File: src/rtl/mips_ctrl_pkg.sv
// Shared constants for the multi-cycle MIPS ALU sequencer: state codes, opcode/funct values, field slices.
// Latency: n/a (constants only).
// Backpressure: n/a.
package mips_ctrl_pkg;

    // Sequencer states
    localparam logic [2:0] ST_IDLE      = 3'd0;
    localparam logic [2:0] ST_FETCH     = 3'd1;
    localparam logic [2:0] ST_DECODE    = 3'd2;
    localparam logic [2:0] ST_EXECUTE   = 3'd3;
    localparam logic [2:0] ST_WRITEBACK = 3'd4;
    localparam logic [2:0] ST_DONE      = 3'd5;

    // Opcodes the ALU datapath can execute
    localparam logic [5:0] OP_RTYPE = 6'd0;
    localparam logic [5:0] OP_ADDI  = 6'd8;
    localparam logic [5:0] OP_ADDIU = 6'd9;
    localparam logic [5:0] OP_SLTI  = 6'd10;
    localparam logic [5:0] OP_ANDI  = 6'd12;
    localparam logic [5:0] OP_ORI   = 6'd13;
    localparam logic [5:0] OP_LUI   = 6'd15;

    // R-type function codes the ALU datapath can execute
    localparam logic [5:0] FN_SLL  = 6'd0;
    localparam logic [5:0] FN_SRL  = 6'd2;
    localparam logic [5:0] FN_SRA  = 6'd3;
    localparam logic [5:0] FN_ADD  = 6'd32;
    localparam logic [5:0] FN_SUB  = 6'd34;
    localparam logic [5:0] FN_AND  = 6'd36;
    localparam logic [5:0] FN_OR   = 6'd37;
    localparam logic [5:0] FN_SLTU = 6'd43;

    // Instruction field bit positions
    localparam int OPC_HI = 31;
    localparam int OPC_LO = 26;
    localparam int RS_HI  = 25;
    localparam int RS_LO  = 21;
    localparam int RT_HI  = 20;
    localparam int RT_LO  = 16;
    localparam int RD_HI  = 15;
    localparam int RD_LO  = 11;
    localparam int FN_HI  = 5;
    localparam int FN_LO  = 0;

endpackage

File: src/rtl/mips_multicycle_ctrl_decode.sv
// Instruction classifier: word -> legal flag, destination register, register-write enable.
// Latency: combinational.
// Backpressure: none.
module mips_instr_decode
    import mips_ctrl_pkg::*;
(
    input  logic [31:0] instr_i,
    output logic        legal_o,
    output logic [4:0]  dest_reg_o,
    output logic        writes_reg_o
);

    logic [5:0] opcode;
    logic [5:0] funct;
    logic       unused_fields;

    assign opcode = instr_i[OPC_HI:OPC_LO];
    assign funct  = instr_i[FN_HI:FN_LO];
    // rs and shamt only matter to the ALU, not to classification
    assign unused_fields = ^{instr_i[RS_HI:RS_LO], instr_i[10:6]};

    // R-type writes rd, immediate forms write rt; legality is a fixed whitelist
    always_comb begin
        legal_o    = 1'b0;
        dest_reg_o = instr_i[RT_HI:RT_LO];
        if (opcode == OP_RTYPE) begin
            dest_reg_o = instr_i[RD_HI:RD_LO];
            case (funct)
                FN_SLL, FN_SRL, FN_SRA, FN_ADD,
                FN_SUB, FN_AND, FN_OR, FN_SLTU: legal_o = 1'b1;
                default:                        legal_o = 1'b0;
            endcase
        end else begin
            case (opcode)
                OP_ADDI, OP_ADDIU, OP_SLTI,
                OP_ANDI, OP_ORI, OP_LUI:        legal_o = 1'b1;
                default:                        legal_o = 1'b0;
            endcase
        end
    end

    // Writes to $0 are dropped so the zero register stays zero
    assign writes_reg_o = legal_o && (dest_reg_o != 5'd0);

endmodule

File: src/rtl/mips_multicycle_ctrl.sv
// Multi-cycle fetch/read/execute/writeback sequencer around a combinational ALU; optional INSTR_COUNT_EN adds retired_cnt.
// Latency: 4 cycles per instruction with zero-wait fetch, plus one DONE cycle per program.
// Backpressure: FETCH holds imem_req/imem_addr until imem_ack; start is ignored while busy.
module mips_multicycle_ctrl
    import mips_ctrl_pkg::*;
#(
    parameter int PC_W = 8
) (
    input  logic            clk,
    input  logic            reset,
    input  logic            start,
    input  logic [PC_W-1:0] prog_len,
    output logic            imem_req,
    output logic [PC_W-1:0] imem_addr,
    input  logic            imem_ack,
    input  logic [31:0]     imem_rdata,
    output logic [4:0]      rf_raddr1,
    output logic [4:0]      rf_raddr2,
    input  logic [31:0]     rf_rdata1,
    input  logic [31:0]     rf_rdata2,
    output logic [31:0]     alu_instr,
    output logic [31:0]     alu_rs,
    output logic [31:0]     alu_rt,
    input  logic [31:0]     alu_result,
    output logic            rf_we,
    output logic [4:0]      rf_waddr,
    output logic [31:0]     rf_wdata,
    output logic            busy,
    output logic            done,
    output logic            illegal
`ifdef INSTR_COUNT_EN
    ,
    output logic [15:0]     retired_cnt
`endif
);

    logic [2:0]      state_q, state_d;
    logic [PC_W-1:0] pc_q, len_q, pc_inc;
    logic [31:0]     instr_q, rs_q, rt_q, result_q;
    logic            illegal_q;
    logic            start_acc;
    logic            dec_legal, dec_writes;
    logic [4:0]      dec_dest;

    assign start_acc = (state_q == ST_IDLE) && start;
    // prog_len tops out at 2^PC_W-1, so the wrapped increment never aliases below it
    assign pc_inc    = pc_q + PC_W'(1);

    mips_instr_decode u_decode (
        .instr_i      (instr_q),
        .legal_o      (dec_legal),
        .dest_reg_o   (dec_dest),
        .writes_reg_o (dec_writes)
    );

    // Next-state selection for the sequencer
    always_comb begin
        state_d = state_q;
        case (state_q)
            ST_IDLE:      if (start) state_d = (prog_len == '0) ? ST_DONE : ST_FETCH;
            ST_FETCH:     if (imem_ack) state_d = ST_DECODE;
            ST_DECODE:    state_d = ST_EXECUTE;
            ST_EXECUTE:   state_d = ST_WRITEBACK;
            ST_WRITEBACK: state_d = (pc_inc < len_q) ? ST_FETCH : ST_DONE;
            ST_DONE:      state_d = ST_IDLE;
            default:      state_d = ST_IDLE;
        endcase
    end

    // Control state: FSM, program counter, captured program length, sticky illegal flag
    always_ff @(posedge clk) begin
        if (reset) begin
            state_q   <= ST_IDLE;
            pc_q      <= '0;
            len_q     <= '0;
            illegal_q <= 1'b0;
        end else begin
            state_q <= state_d;
            if (start_acc) begin
                pc_q      <= '0;
                len_q     <= prog_len;
                illegal_q <= 1'b0;
            end else if (state_q == ST_WRITEBACK) begin
                pc_q <= pc_inc;
                if (!dec_legal) illegal_q <= 1'b1;
            end
        end
    end

    // Datapath latches: instruction on fetch ack, operands in DECODE, result in EXECUTE
    always_ff @(posedge clk) begin
        if (reset) begin
            instr_q  <= '0;
            rs_q     <= '0;
            rt_q     <= '0;
            result_q <= '0;
        end else begin
            if ((state_q == ST_FETCH) && imem_ack) instr_q <= imem_rdata;
            if (state_q == ST_DECODE) begin
                rs_q <= rf_rdata1;
                rt_q <= rf_rdata2;
            end
            if (state_q == ST_EXECUTE) result_q <= alu_result;
        end
    end

`ifdef INSTR_COUNT_EN
    logic [15:0] retired_q;

    // Retired-instruction counter, saturating, restarted by each accepted start
    always_ff @(posedge clk) begin
        if (reset) begin
            retired_q <= '0;
        end else if (start_acc) begin
            retired_q <= '0;
        end else if ((state_q == ST_WRITEBACK) && (retired_q != 16'hFFFF)) begin
            retired_q <= retired_q + 16'd1;
        end
    end

    assign retired_cnt = retired_q;
`endif

    assign imem_req  = (state_q == ST_FETCH);
    assign imem_addr = pc_q;
    assign rf_raddr1 = instr_q[RS_HI:RS_LO];
    assign rf_raddr2 = instr_q[RT_HI:RT_LO];
    assign alu_instr = instr_q;
    assign alu_rs    = rs_q;
    assign alu_rt    = rt_q;
    assign rf_we     = (state_q == ST_WRITEBACK) && dec_writes;
    assign rf_waddr  = dec_dest;
    assign rf_wdata  = result_q;
    assign busy      = (state_q != ST_IDLE);
    assign done      = (state_q == ST_DONE);
    assign illegal   = illegal_q;

endmodule

File: config.mk
export PLATFORM = sky130hd
export DESIGN_NAME = mips_multicycle_ctrl
export DESIGN_NICKNAME = d
export VERILOG_FILES = /design/src/rtl/mips_ctrl_pkg.sv /design/src/rtl/mips_multicycle_ctrl_decode.sv /design/src/rtl/mips_multicycle_ctrl.sv
export SDC_FILE = /design/constraint.sdc
export NUM_CORES = 1
export LEC_CHECK = 0
export ABC_CLOCK_PERIOD_IN_PS = 5000
export CAP_MARGIN = 20
export CORE_MARGIN = 4
export CORE_UTILIZATION = 25
export DETAILED_ROUTE_END_ITERATION = 16
export HOLD_SLACK_MARGIN = 0.12
export PLACE_DENSITY = 0.65
export RECOVER_POWER = 25
export SLEW_MARGIN = 20
export SYNTH_ARGS = -nofsm -noshare
export SYNTH_HDL_FRONTEND = slang
export SYNTH_SLANG_ARGS = --single-unit
File: constraint.sdc
create_clock -name clk -period 5 [get_ports clk]
set_input_delay 1 -clock clk [delete_from_list [all_inputs] [get_ports clk]]
set_output_delay 1 -clock clk [all_outputs]
set_load 0.05 [all_outputs]
==> Flow_metrics.wiki, run 1 <==
{| class="wikitable"
! Metric !! Value
|-
| Result of the run || finished, violations left
|-
| Violations in the final reports || max-capacitance violations, max-slew violations
|-
| Synthesized net count || 882
|-
| Count of routing violations after the opening detailed-route iteration || 317
|-
| Flip-flop and latch count after synthesis || 148
|-
| Number of global-route vias before repair || 5270
|-
| Final Skew || 14.52 ps
|-
| MaxCap Viol Count || 2
|-
| Average cell area after synthesis || 7.949 µm²
|-
| Relative area change from synthesis to final layout || 61.78%
|-
| Total grt overflow || 0
|-
| DR DRC count || 0
|-
| DR pass1 iterations || 5
|-
| Maximum single-stage delay on the critical path || 830 ps
|-
| Net switching power || 0.0008747 W
|-
| Setup tns final || 0 ps
|-
| Vias per inst || 4.297
|-
| Die outline area || 0.02585 mm²
|-
| Share of power burned in registers || 41.4%
|-
| Worst setup slack for register-to-register paths || 1580 ps
|-
| Via count of the routed design || 5689
|-
| Area contributors post-synth || dfxtp_1, nand2_1, a21oi_1
|-
| Clock tree buffer depth || 2
|-
| Width of the die || 160.8 µm
|-
| Kind of end point of the critical path || primary output
|-
| Share of synthesized registers carrying an async set or reset || 0%
|-
| Layout Cell Area excl Fill || 0.009439 mm²
|-
| Ranking of synthesized cells by instance count || nand2_1, dfxtp_1, a21oi_1
|-
| CP Data Arrival Time || 2670 ps
|-
| Fraction of the yosys area taken by sequential cells || 50.78%
|-
| Antenna violations before repair || 0
|-
| Fin. Hold Viols || 0
|-
| Power density over the cells || 319.4 mW/mm²
|-
| Cell chain of the critical path || nor4_1 -> nand2_1 -> mux2_2 -> o21ai_1 -> nor2_1 -> clkdlybuf4s50_1
|-
| Placement-stage cell area || 0.008867 mm²
|-
| Clock insertion delay at the later pin of the skew report || 420 ps
|-
| Transition time at the pin with the least slew margin || 3068 ps
|-
| Terminating pin of the worst hold path || rf_wdata[10]
|-
| Critical Path Start Type || register
|-
| Leakage power total || 3.216 nW
|-
| Number of clock buffers inserted by TritonCTS || 17
|-
| Max transition margin || -104.5%
|-
| Dpl hpwl || 13330 µm
|-
| Slowest library cell on the worst path || clkdlybuf4s50_1
|-
| Count of buffering cells on the critical path with inverters included || 1
|-
| Destination of the worst register-to-register timing path || alu_rs[25]
|-
| Setup repair after global routing missed its margin || no
|-
| Peak fanout along the critical path || 7
|-
| Start point of the worst hold path || rf_wdata[10]
|-
| Root Driver || clkbuf_16
|-
| Clk sink count || 148
|-
| Largest voltage drop on the vdd net || 0.1723 mV
|-
| Number of buffers added for setup after CTS || 0
|-
| Number of I/O pins || 296
|-
| Number of cells traversed by the worst register-to-register path || 5
|-
| Cell Area, Synth || 0.005834 mm²
|-
| Resized cells post-CTS || 0
|-
| Final max-slew violation count || 113
|-
| Power share of the combinational group || 16.5%
|-
| Most frequent cell after synthesis || nand2_1
|-
| First-pass GRT wire length || 29300 µm
|-
| Top cell family by delay on the critical path || buffers and inverters
|-
| Placeable core area || 0.02278 mm²
|-
| Worst Path Required || 4000 ps
|-
| Final Cycle Share || 73.36%
|-
| Layout Nets || 1146
|-
| Peak Freq || 0.2726 GHz
|-
| Most used flip-flop cell after synthesis || dfxtp_1
|-
| Starting density of the core || 25.61%
|-
| Hold-critical path depth || 2
|-
| Height of the die || 160.8 µm
|-
| Yosys Warn Count || 0
|-
| EDFF count, synth || 0
|-
| Count of antenna-violating nets left after detailed routing || 0
|-
| Launch point of the worst reg-to-reg path || state_q[0]
|-
| Post-layout min period || 3668 ps
|-
| Row cnt || 55
|-
| GRT Total Usage || 14.11%
|-
| Pin count of the biggest net entering global routing || 65
|-
| H-tree levels || 4
|-
| Share of Yosys cell area claimed by the top area cell type || 50.78%
|-
| Routed WL per cell || 14.38 µm
|-
| Portion of total power attributed to the clock network || 42.1%
|-
| Number of buffers added to fix hold violations after cts || 0
|-
| Final GP Congestion || 0.7696
|-
| Cell count after synthesis || 734
|-
| Clock tree from TritonCTS || built
|-
| Clock Pin Slew Worst Setup and Hold Paths || 70 ps
|-
| Final Routed Wirelength || 19040 µm
|-
| Port Buffers || 295
|-
| Largest area contributor in the synthesized netlist || dfxtp_1
|-
| Number of distinct library cells after synthesis || 45
|-
| Proportion of layout cells with a drive suffix above 1 || 5.440%
|-
| Final count of negative-setup-slack endpoints || 0
|-
| Number of antenna cells inserted || 0
|-
| Internal cell power || 0.002140 W
|-
| Worst min path class || reg -> reg
|-
| Crit path kind || reg -> out
|-
| Switch share || 29.01%
|}
==> cell families (layout without fill, tap and decap cells) <==
kind of cell | count (synthesis) | after routing | synth area share, %
and+or+nand+nor | 332 | 332 | 23.35
xor gates and xnor gates | 11 | 11 | 1.651
buffers and inverters | 67 | 344 | 6.970
DFF | 148 | 148 | 50.78
muxes | 6 | 6 | 1.137
adders and majority gates | 8 | 8 | 1.716
AOI/OAI and AO/OA | 162 | 162 | 14.39
==> placed cells by master, fill, tap and decap left out, types with 3 or more instances in the layout <==
cell type,synthesis,routed
inv_8,0,3
buf_4,13,5
nand3_1,6,6
nor2_1,16,15
clkdlybuf4s50_1,0,293
or3_1,3,3
o21ai_0,7,7
ha_1,8,8
inv_6,0,3
a21oi_1,143,143
clkbuf_16,0,17
dfxtp_1,148,148
xor2_1,5,5
nand2_1,281,280
nand2b_1,3,3
mux2_2,5,5
xnor2_1,6,6
nor4_1,5,5
inv_1,9,9
clkinvlp_4,0,4
==> cell type report <==
type,count,area [µm²]
inverter,10,40.04
tap,313,391.6
fill,2311,13340
clock buffer,18,439.2
clock inverter,14,142.6
sequential,148,2963
timing repair buffer,302,2993
multi-input combinational,519,2470
==> sequential cells by signal (all words and copies together) (netlist names) <==
| register | cells |
|---|---|
| state_q | 3 |
| rf_wdata | 32 |
| illegal | 1 |
| imem_addr | 8 |
| alu_rs | 32 |
| alu_instr | 32 |
| len_q | 8 |
| alu_rt | 32 |
==> stage by stage <==
stage | std cells | hold slack (ps) | setup slack, ps | util (%) | power [W]
floorplan | 734 | 436.3 | 1767 | - | 0.001558
global placement | 1292 | 440.9 | 1731 | 38.93 | 0.001774
detailed placement | 1292 | 445.3 | 1762 | 38.93 | 0.001776
CTS | 1324 | 454.4 | 1299 | 41.48 | 0.003063
global route | 1324 | 466.9 | 1165 | 41.44 | 0.003155
finish | 1324 | 452.1 | 1332 | 41.44 | 0.003015
==> per-layer routing <==
metal | global-route usage (%) | vias to the layer above | wire length (µm)
met5 | 0 | - | 0
met4 | 5.079 | 0 | 447
met3 | 5.030 | 25 | 1589
met2 | 23.64 | 219 | 8904
met1 | 16.73 | 2535 | 8099
li1 | - | 2910 | -
==> worst min-delay path, stage by stage, from the launching register on <==
cell     delay, ps
dfxtp_1        310
nand2_1         50
a21oi_1         50
==> worst max path at each step <==
stage / start / end / slack, ps / cells past startpoint
6_report: alu_instr[26] / rf_we / 1330 / 6
5_1_grt: alu_instr[26] / rf_we / 1170 / 6
4_1_cts: alu_instr[26] / rf_we / 1300 / 6
3_5_place_dp: alu_instr[26] / rf_we / 1760 / 6
3_3_place_gp: alu_instr[26] / rf_we / 1730 / 6
2_1_floorplan: alu_instr[26] / rf_we / 1770 / 5
==> power by group through the flow <==
stage	Clock (W)	Combinational [W]	Sequential [W]
after floorplan	0	0.000173	0.00138
after global placement	0	0.000502	0.00127
after detailed placement	0	0.000501	0.00127
after CTS	0.00131	0.000504	0.00125
after global routing	0.00137	0.000529	0.00125
final	0.00127	0.000497	0.00125
Power figures use the tool's default switching activity.
==> run 2: changes to the inputs <==
- ABC_CLOCK_PERIOD_IN_PS: 5000 -> 2950
- PLACE_DENSITY: 0.65 -> 0.67
- clock period: 5 -> 2.95 ns (I/O delays scaled with it)
==> run 2 against run 1 <==
Effect of this change: the run now ends clean; count of clock-buffer cells in the layout fell by 1; cell count about the same; sequential power is 69% higher; combinational power is 70% higher; design area hardly changed; power rose by 67%; core utilization hardly changed; highest routed layer unchanged.
==> Flow_metrics.wiki, run 2 (synthesis gave the netlist of run 1 again) <==
{| class="wikitable"
! Metric !! Value
|-
| Result of the run || completed (was finished, violations left)
|-
| DR pass1 iterations || 6 (was 5)
|-
| Critical Path Start Type || register (unchanged)
|-
| Final count of negative-setup-slack endpoints || 0 (unchanged)
|-
| Number of cells in the design after placement || 1293 (was 1292)
|-
| Final Routed Wirelength || 18760 µm (was 19040 µm)
|-
| Most frequent cells in the layout || clkdlybuf4s50_1, nand2_1, dfxtp_1 (unchanged)
|-
| Transition time at the pin with the least slew margin || 1479 ps (was 3068 ps)
|-
| Routed WL per cell || 14.16 µm (was 14.38 µm)
|-
| Number of inserted filler cells in the final layout || 2326 (was 2311)
|-
| MaxCap Viol Count || 0 (was 2)
|-
| Width of the die || 160.8 µm (unchanged)
|-
| Number of buffers added to fix hold violations after cts || 0 (unchanged)
|-
| Total grt overflow || 0 (unchanged)
|-
| Pin count of the biggest net entering global routing || 84 (was 65)
|-
| Die outline area || 0.02585 mm² (unchanged)
|-
| Worst Path Required || 2360 ps (was 4000 ps)
|-
| Worst setup slack for register-to-register paths || 470 ps (was 1580 ps)
|-
| CP Data Arrival Time || 2150 ps (was 2670 ps)
|-
| DR DRC count || 0 (unchanged)
|-
| Relative area change from synthesis to final layout || 61.68% (was 61.78%)
|-
| Fin. Hold Viols || 0 (unchanged)
|-
| Root Driver || clkbuf_16 (unchanged)
|-
| Dpl hpwl || 13410 µm (was 13330 µm)
|-
| Count of routing violations after the opening detailed-route iteration || 324 (was 317)
|-
| Count of antenna-violating nets left after detailed routing || 0 (unchanged)
|-
| Routed wire length on met3 || 1556 µm (was 1589 µm)
|-
| Peak Freq || 0.3643 GHz
|-
| Leakage power total || 3.236 nW (was 3.216 nW)
|-
| Clock tree buffer depth || 2 (unchanged)
|-
| Post-layout min period || 2745 ps
|-
| Number of antenna cells inserted || 0 (unchanged)
|-
| Max transition margin || 1.407% (was -104.5%)
|-
| Clk sink count || 148 (unchanged)
|-
| Placeable core area || 0.02278 mm² (unchanged)
|-
| Number of global-route vias before repair || 5478 (was 5270)
|-
| Number of clock buffers inserted by TritonCTS || 17 (unchanged)
|-
| Number of I/O pins || 296 (unchanged)
|-
| GRT Total Usage || 13.93% (was 14.11%)
|-
| Final max-slew violation count || 0 (was 113)
|-
| Final Skew || 10.56 ps (was 14.52 ps)
|-
| Power density over the cells || 533.6 mW/mm² (was 319.4 mW/mm²)
|-
| Post-layout instance count excluding filler cells || 1325 (was 1324)
|-
| Clock tree from TritonCTS || built (unchanged)
|-
| Setup tns final || 0 ps (unchanged)
|-
| Row cnt || 55 (unchanged)
|-
| Via count of the routed design || 5664 (was 5689)
|-
| Final Cycle Share || 93.05%
|-
| Crit path kind || reg -> out (unchanged)
|-
| First-pass GRT wire length || 29210 µm (was 29300 µm)
|-
| Final GP Congestion || 0.7746 (was 0.7696)
|-
| H-tree levels || 4 (unchanged)
|-
| Starting density of the core || 25.61% (unchanged)
|-
| Wire length on met1 || 8048 µm (was 8099 µm)
|-
| Clock insertion delay at the later pin of the skew report || 420 ps (about the same)
|-
| Worst min path class || reg -> reg (unchanged)
|-
| Antenna violations before repair || 0 (unchanged)
|-
| Proportion of layout cells with a drive suffix above 1 || 5.435% (was 5.440%)
|-
| Height of the die || 160.8 µm (unchanged)
|-
| Largest voltage drop on the vdd net || 0.3268 mV (was 0.1723 mV)
|-
| Most common cell after layout, fill and taps aside || clkdlybuf4s50_1 (unchanged)
|-
| Kind of end point of the critical path || primary output (unchanged)
|-
| Port Buffers || 295 (unchanged)
|-
| Met2 layer wire length in the routed design || 8873 µm (was 8904 µm)
|-
| Top layer used by detailed routing || met4 (unchanged)
|-
| Clock Pin Slew Worst Setup and Hold Paths || 60 ps (was 70 ps)
|-
| Peak fanout along the critical path || 8 (was 7)
|-
| Layout Nets || 1147 (was 1146)
|-
| Setup repair after global routing missed its margin || no (unchanged)
|-
| Vias per inst || 4.275 (was 4.297)
|}
[run 2: cell count changes in the layout (fill, tap and decap cells not counted), moves of 2 or more]
cell	previous run	this run
dlygate4sd2_1	0	4
clkdlybuf4s50_1	293	287
buf_12	0	2
clkinv_8	0	2
[run 2: what timing repair did]
action,CTS,global route
resized for setup,4,0
buffers inserted,0,0
setup endpoints to repair,4,0
[run 2: where the power goes]
part / internal (W) / switching [W] / leakage, nW
registers: 0.00207 / 0.0000462 / 1.20
clock network: 0.00111 / 0.000962 / 0.266
logic: 0.000353 / 0.000493 / 1.77
[run 2: final timing paths]
check | from | cells past startpoint | endpoint
hold reg to reg | rf_wdata[9] | 2 | rf_wdata[9]
hold / removal | rf_wdata[9] | 2 | rf_wdata[9]
setup / recovery | state_q[0] | 3 | imem_req
setup reg to reg | state_q[0] | 6 | alu_instr[26]
[run 2: through the flow]
| step | instance area (µm²) | setup slack [ps] | total power, W | hold WS (ps) | util, % |
|---|---|---|---|---|---|
| 2_1_floorplan | 5834 | 126.9 | 0.002641 | 436.3 | - |
| 3_3_place_gp | 8895 | 335.6 | 0.003012 | 441.0 | 39.05 |
| 4_1_cts | 9458 | 189.2 | 0.005123 | 428.7 | 41.52 |
| 5_1_grt | 9433 | 78.99 | 0.005280 | 445.9 | 41.41 |
| 6_report | 9433 | 205.0 | 0.005033 | 453.4 | 41.41 |
| 3_5_place_dp | 8895 | 394.0 | 0.003016 | 445.3 | 39.05 |
[run 2: layout make-up]
cell class	count	area, µm²	share of cell area (%)
clock buffers	17	425.4	4.510
clock inverters	15	142.6	1.512
inverters	10	40.04	0.4245
multi-input cells	519	2455	26.02
flip-flops and latches	148	2963	31.41
well taps	313	391.6	4.152
repair buffers	303	3015	31.97
[run 2: worst max-delay path, stage by stage, from the launching register on]
cell,delay (ps)
dfxtp_1,490
nand2b_1,200
nor2_2,200
clkdlybuf4s50_1,860
[run 2: layer usage]
metal / up-vias / GRT usage [%]
met5: - / 0
li1: 2907 / -
met2: 203 / 23.43
met3: 16 / 5.158
met1: 2538 / 16.52
met4: 0 / 4.498
